File: config.mk
export PLATFORM = sky130hd
export DESIGN_NAME = tft_timing_rx
export DESIGN_NICKNAME = d
export VERILOG_FILES = /design/src/rtl/tft_timing_rx.sv
export SDC_FILE = /design/constraint.sdc
export NUM_CORES = 1
export LEC_CHECK = 0
export CAP_MARGIN = 15
export CORE_MARGIN = 2
export CORE_UTILIZATION = 65
export CTS_BUF_LIST = sky130_fd_sc_hd__clkbuf_4 sky130_fd_sc_hd__clkbuf_8
export CTS_CLUSTER_DIAMETER = 30
export DETAILED_ROUTE_END_ITERATION = 6
export DONT_BUFFER_PORTS = 1
export PLACE_DENSITY = 0.87
export SYNTH_ARGS = -nofsm -noshare
export SYNTH_HDL_FRONTEND = slang
export SYNTH_SLANG_ARGS = --single-unit
export TNS_END_PERCENT = 50
File: constraint.sdc
create_clock -name clk_in -period 4.15 [get_ports clk_in]
set_clock_uncertainty 0.05 [all_clocks]
set_input_delay 0.415 -clock clk_in [delete_from_list [all_inputs] [get_ports clk_in]]
set_output_delay 0.415 -clock clk_in [all_outputs]
set_load 0.01 [all_outputs]
File: src/rtl/tft_timing_rx.sv
// Receive side of the TFT timing path: samples an RGB565 stream, recovers
// active-pixel coordinates, measures line/frame timing and tracks lock.
module tft_timing_rx #(
  parameter int unsigned      LOCK_FRAMES = 2,
  parameter int unsigned      CNT_W       = 11,
  parameter logic [CNT_W-1:0] TIMEOUT     = 11'd2047
) (
  input  logic             clk_in,
  input  logic             sys_rst_n,
  input  logic             hsync_in,
  input  logic             vsync_in,
  input  logic             de_in,
  input  logic [15:0]      data_in,
  output logic             pix_valid,
  output logic [CNT_W-1:0] pix_x,
  output logic [CNT_W-1:0] pix_y,
  output logic [15:0]      pix_data,
  output logic             frame_start,
  output logic [CNT_W-1:0] h_total,
  output logic [CNT_W-1:0] h_active,
  output logic [CNT_W-1:0] v_total,
  output logic [CNT_W-1:0] v_active,
  output logic             locked,
  output logic             timing_err
);

  typedef enum logic [1:0] {S_SEARCH, S_MEASURE, S_LOCKED} state_t;

  localparam logic [7:0] LOCK_TGT = 8'(LOCK_FRAMES - 1);

  function automatic logic [CNT_W-1:0] sat_inc(input logic [CNT_W-1:0] v);
    return (v == '1) ? v : v + 1'b1;
  endfunction

  logic             hsync_s1_q, vsync_s1_q, de_s1_q;
  logic             hsync_s2_q, vsync_s2_q, de_s2_q;
  logic [15:0]      data_s1_q;
  logic             pix_valid_q, frame_start_q, frame_pend_q;
  logic [CNT_W-1:0] pix_x_q, pix_y_q;
  logic [15:0]      pix_data_q;
  logic [CNT_W-1:0] h_cnt_q, ha_cnt_q, v_cnt_q, va_cnt_q;
  logic             line_seen_q, line_de_q;
  logic [CNT_W-1:0] h_total_q, h_active_q, v_total_q, v_active_q;
  logic [CNT_W-1:0] h_total_d, h_active_d, v_total_d, v_active_d;
  state_t           state_q, state_d;
  logic [7:0]       match_q, match_d;
  logic [4*CNT_W-1:0] prev_q, prev_d, meas_d;
  logic             hs_rise, vs_rise, de_rise, de_fall, frame_pend;
  logic             meas_ok, lose_lock;

  assign hs_rise    = hsync_s1_q & ~hsync_s2_q;
  assign vs_rise    = vsync_s1_q & ~vsync_s2_q;
  assign de_rise    = de_s1_q & ~de_s2_q;
  assign de_fall    = ~de_s1_q & de_s2_q;
  assign frame_pend = frame_pend_q | vs_rise;

  // A line coincident with the vsync rise closes the old frame's count.
  assign h_total_d  = (hs_rise && line_seen_q) ? h_cnt_q : h_total_q;
  assign h_active_d = de_fall ? ha_cnt_q : h_active_q;
  assign v_total_d  = vs_rise ? (hs_rise ? sat_inc(v_cnt_q) : v_cnt_q) : v_total_q;
  assign v_active_d = vs_rise ? va_cnt_q : v_active_q;
  assign meas_d     = {h_total_d, h_active_d, v_total_d, v_active_d};

  assign meas_ok   = (meas_d == prev_q) && (h_total_d != '0) && (h_active_d != '0)
                     && (v_total_d != '0) && (v_active_d != '0);
  assign lose_lock = (hs_rise && line_seen_q && (h_cnt_q != prev_q[4*CNT_W-1 -: CNT_W]))
                     || (vs_rise && (meas_d != prev_q))
                     || (h_cnt_q == TIMEOUT);

  always_ff @(posedge clk_in or negedge sys_rst_n) begin
    if (!sys_rst_n) begin
      hsync_s1_q <= 1'b0; vsync_s1_q <= 1'b0; de_s1_q <= 1'b0; data_s1_q <= '0;
      hsync_s2_q <= 1'b0; vsync_s2_q <= 1'b0; de_s2_q <= 1'b0;
      pix_valid_q <= 1'b0; pix_data_q <= '0; pix_x_q <= '0; pix_y_q <= '0;
      frame_start_q <= 1'b0; frame_pend_q <= 1'b0;
      h_cnt_q <= '0; ha_cnt_q <= '0; v_cnt_q <= '0; va_cnt_q <= '0;
      line_seen_q <= 1'b0; line_de_q <= 1'b0;
      h_total_q <= '0; h_active_q <= '0; v_total_q <= '0; v_active_q <= '0;
    end else begin
      hsync_s1_q <= hsync_in; vsync_s1_q <= vsync_in; de_s1_q <= de_in; data_s1_q <= data_in;
      hsync_s2_q <= hsync_s1_q; vsync_s2_q <= vsync_s1_q; de_s2_q <= de_s1_q;

      pix_valid_q   <= de_s1_q;
      pix_data_q    <= data_s1_q;
      frame_start_q <= de_rise & frame_pend;
      if (de_rise)      pix_x_q <= '0;
      else if (de_s1_q) pix_x_q <= sat_inc(pix_x_q);
      if (de_rise && frame_pend) pix_y_q <= '0;
      else if (de_fall)          pix_y_q <= sat_inc(pix_y_q);
      if (de_rise)      frame_pend_q <= 1'b0;
      else if (vs_rise) frame_pend_q <= 1'b1;

      h_cnt_q <= hs_rise ? CNT_W'(1) : sat_inc(h_cnt_q);
      if (de_s1_q) ha_cnt_q <= de_s2_q ? sat_inc(ha_cnt_q) : CNT_W'(1);
      if (hs_rise) line_seen_q <= 1'b1;
      if (hs_rise)      line_de_q <= 1'b0;
      else if (de_rise) line_de_q <= 1'b1;
      if (vs_rise)      v_cnt_q <= '0;
      else if (hs_rise) v_cnt_q <= sat_inc(v_cnt_q);
      if (vs_rise)                     va_cnt_q <= '0;
      else if (de_rise && !line_de_q)  va_cnt_q <= sat_inc(va_cnt_q);

      h_total_q  <= h_total_d;
      h_active_q <= h_active_d;
      v_total_q  <= v_total_d;
      v_active_q <= v_active_d;
    end
  end

  always_ff @(posedge clk_in or negedge sys_rst_n) begin
    if (!sys_rst_n) begin
      state_q <= S_SEARCH;
      match_q <= '0;
      prev_q  <= '0;
    end else begin
      state_q <= state_d;
      match_q <= match_d;
      prev_q  <= prev_d;
    end
  end

  // The reference is cleared on leaving SEARCH so a partial frame never counts.
  always_comb begin
    state_d = state_q;
    match_d = match_q;
    prev_d  = prev_q;
    unique case (state_q)
      S_SEARCH: if (vs_rise) begin
        state_d = S_MEASURE;
        match_d = '0;
        prev_d  = '0;
      end
      S_MEASURE: if (vs_rise) begin
        prev_d = meas_d;
        if (meas_ok) begin
          match_d = match_q + 8'd1;
          if (match_q + 8'd1 >= LOCK_TGT) state_d = S_LOCKED;
        end else begin
          match_d = '0;
        end
      end
      S_LOCKED: begin
        if (lose_lock)    state_d = S_SEARCH;
        else if (vs_rise) prev_d  = meas_d;
      end
      default: state_d = S_SEARCH;
    endcase
  end

  always_comb begin
    locked     = (state_q == S_LOCKED);
    timing_err = (state_q == S_LOCKED) && lose_lock;
  end

  assign pix_valid   = pix_valid_q;
  assign pix_x       = pix_x_q;
  assign pix_y       = pix_y_q;
  assign pix_data    = pix_data_q;
  assign frame_start = frame_start_q;
  assign h_total     = h_total_q;
  assign h_active    = h_active_q;
  assign v_total     = v_total_q;
  assign v_active    = v_active_q;

endmodule

==> summary.md <==
| Metric | Value |
|---|---|
| Outcome | finished, violations left |
| Failing checks | hold timing |
| P_leak | 5.54 nW |
| Synthesized area | 10,200 µm² |
| First-pass DRT Iterations | 5 |
| Row Count | 45 |
| Worst reg2reg startpoint | v_cnt_q[0] |
| Ranking of synthesized cells by area | dfrtp_1, mux2i_1, nand2_1 |
| Most common cell in the netlist | dfrtp_1 |
| Die area | around 17,000 µm² |
| Fin. max-slew vios | 0 |
| Worst vdd ir | roughly 600 µV |
| DR iter-0 viols | just under 900 |
| CORE AREA | 15,300 µm² |
| Ys async rst share | 1.00 |
| Post-Syn Instances | 1,032 |
| Avg Inst Size Synth | 9.89 µm² |
| Worst path slowest cell | nor2b_4 |
| Tot GR Track Use | 0.307 |
| WP depth | 11 |
| Synth cell count leaders | dfrtp_1, nand2_1, nor2_1 |
| Arr. time, crit path | 3.51 ns |
| Hold Crit Class | in2async |
| Syn Nets | about 1.1k |
| Clk sinks | 206 |
| CTS tree | done |
| Largest area contributor in the netlist | dfrtp_1 |
| Setup slack, reg-to-reg | around 0.20 ns |
| Register area share after synthesis | 0.505 |
| Largest net degree at the start of global routing | between 200 and 250 |
| ANT nets after route | 0 |
| Max-slew headroom | 0.444 |
| Reg2reg path depth | 12 |
| Routed wire length | 25.0 mm |
| Actual slew at the worst max-slew pin | 0.826 ns |
| Top delay family on crit path | simple AND/OR/NAND/NOR gates |
| Seq cells post-synth | 206 |
| Fin crit share | 0.957 |
| Critical Path Sink | timing_err |
| DR vias | 8,074 |
| Final hold vios | around 210 |
| PD cells | 510 nW/µm² |
| GP Congestion | 0.968 |
| Worst Path Required | 3.68 ns |
| Area grow syn2layout | 15.2% |
| Setup crit start kind | flop |
| Fmax achieved | between 0.2 and 0.3 GHz |
| Crit. End Element | primary output |
| Buf+Inv Stages, Crit Path | 3 |
| Worst setup path start | vsync_s1_q |
| Number of global-route vias before repair | 7,994 |
| Inserted Diodes | 0 |
| Clock Path Buffers | 3 |
| Tmin final | slightly below 4 ns |
| Syn. warnings | 0 |
| Critical Path, Cell by Cell | nor2b_4, buf_4, buf_4, nor3_1, a31oi_1, a21oi_1, and4_1, nand4_1, buf_4, o21ai_0, a21oi_1 |
| Number of synthesized flops with an enable pin | 0 |
| First-pass GRT wire length | between 40 and 50 mm |
| PortBufs | 0 |
| Die Height | ~130 µm |
| Layout cells sized above 1 | 0.112 |
| Top cell type's share of synthesized area | 0.505 |
| Clock transition at path regs | 0.06 ns |
| Final setup viols | 0 |
| Num CTS Buffers | 44 |
| Critical setup path kind | reg2out |
| Worst-path maximum fanout | 23 |
| CP peak stage delay | 0.50 ns |
| Total gr overflow | 0 |
| Tightest hold margin | -0.484 ns |
| Vias per inst | 6.11 |
| Max_cap viols | 0 |
| CTS H-tree depth | 2 |
| Initial antenna violation count | 0 |
| Ys flop type | dfrtp_1 |
| Clk_lat worst skew | 0.55 ns |
| Final nets | 1,114 |
| Wire per inst | between 15 and 20 µm |
| Clock Root Buffer | clkbuf_8 |
| Post-route DRC violation count | 0 |
| Initial core utilization | 0.669 |
| Hold buffer count at CTS | 19 |
| IO Count | 107 |
| Count of different cell masters after synthesis | between 60 and 70 |
| Detailed placer's ending HPWL | 16.4 mm |
| Dpl cells | about 1.2k |
| Horiz. Die Dim | between 100 and 150 µm |
| Cell repeated most along the worst path | buf_4 |
| R2r endpoint | prev_q[16] |
| Fin cells | 1,322 |
[per-layer routing]
metal  GRT usage  share of wire  routed length (µm)  vias to the layer above
met2       0.484           0.47               11700                      376
met1       0.398           0.40               10100                     3941
li1            -              -                   -                     3669
met4       0.136          0.037                 914                        0
met5           0              0                   0                        -
met3      0.0921          0.089                2230                       88
[power breakdown]
part,internal [mW],switching [mW],leakage (nW)
registers,2.19,0.291,2.73
clock network,1.54,0.899,0.503
logic,0.476,0.594,2.31
[state kept, by name (all words and copies together), names as in the netlist, 8 cells and up]
name and cells:
pix_x 11, pix_y 11, h_active 11, data_s1_q 16, ha_cnt_q 11, va_cnt_q 11, h_cnt_q 11, v_total 11
h_total 11, pix_data 16, v_active 11, v_cnt_q 11, match_q 8, prev_q 44
[worst min-delay path by stage]
stage | startpoint | endpoint | slack, ns | cells after the start
2_1_floorplan | sys_rst_n | data_s1_q[0] | 0.07 | 0
3_3_place_gp | sys_rst_n | pix_y[5] | 0.07 | 0
3_5_place_dp | sys_rst_n | pix_y[6] | 0.07 | 0
4_1_cts | sys_rst_n | ha_cnt_q[2] | -0.50 | 0
5_1_grt | sys_rst_n | pix_y[6] | -0.52 | 0
6_report | sys_rst_n | pix_y[6] | -0.48 | 0
[timing repair]
action / in CTS / in global routing
endpoints found under the setup margin: 0 / 21
resized for setup: 0 / 6
endpoints found under the hold margin: 225 / 206
buffers inserted: 0 / 1
[cell families after synthesis]
kind of cell | count (synthesis) | synth area share
and+or+nand+nor | 395 | 0.194
AOI/OAI and AO/OA | 151 | 0.0966
buffers and inverters | 114 | 0.0471
muxes | 74 | 0.0743
DFF | 206 | 0.505
adders and majority gates | 12 | 0.0147
xor gates and xnor gates | 80 | 0.0686
[cells in the final DEF, fill, tap and decap left out, types with 12 or more instances in the layout]
cell type / count
xor2_1: 48
a21oi_1: 42
buf_4: 27
mux2i_1: 59
dlygate4sd3_1: 19
nor3_1: 27
nand4_1: 19
mux2_1: 13
ha_1: 12
clkbuf_8: 49
nor4_1: 14
nand2_1: 127
a31oi_1: 12
nor2_1: 77
xnor2_1: 32
inv_1: 68
dfrtp_1: 206
nand3_1: 26
o21ai_0: 32
nor2b_1: 30
[stage by stage]
step | utilization | TNS (ns) | setup slack (ns) | total power, mW | cell area (µm²)
global placement | 0.689 | 0 | 0.276 | 3.46 | 10500
finish | 0.770 | 0 | 0.179 | 5.99 | 11800
global route | 0.770 | -0.0125 | -0.0125 | 6.25 | 11800
CTS | 0.767 | 0 | 0.104 | 5.96 | 11700
floorplan | - | 0 | 0.595 | 3.22 | 10200
detailed placement | 0.689 | 0 | 0.124 | 3.50 | 10500
[cell type report]
| type | count | area (µm²) |
|---|---|---|
| Sequential cell | 206 | 5150 |
| Multi-Input combinational cell | 712 | 4620 |
| Fill cell | 984 | 3500 |
| Clock buffer | 57 | 734 |
| Timing Repair Buffer | 49 | 458 |
| Clock inverter | 19 | 268 |
| Tap cell | 211 | 264 |
| Inverter | 68 | 255 |
Note: power is estimated with default switching activity, not from simulation.
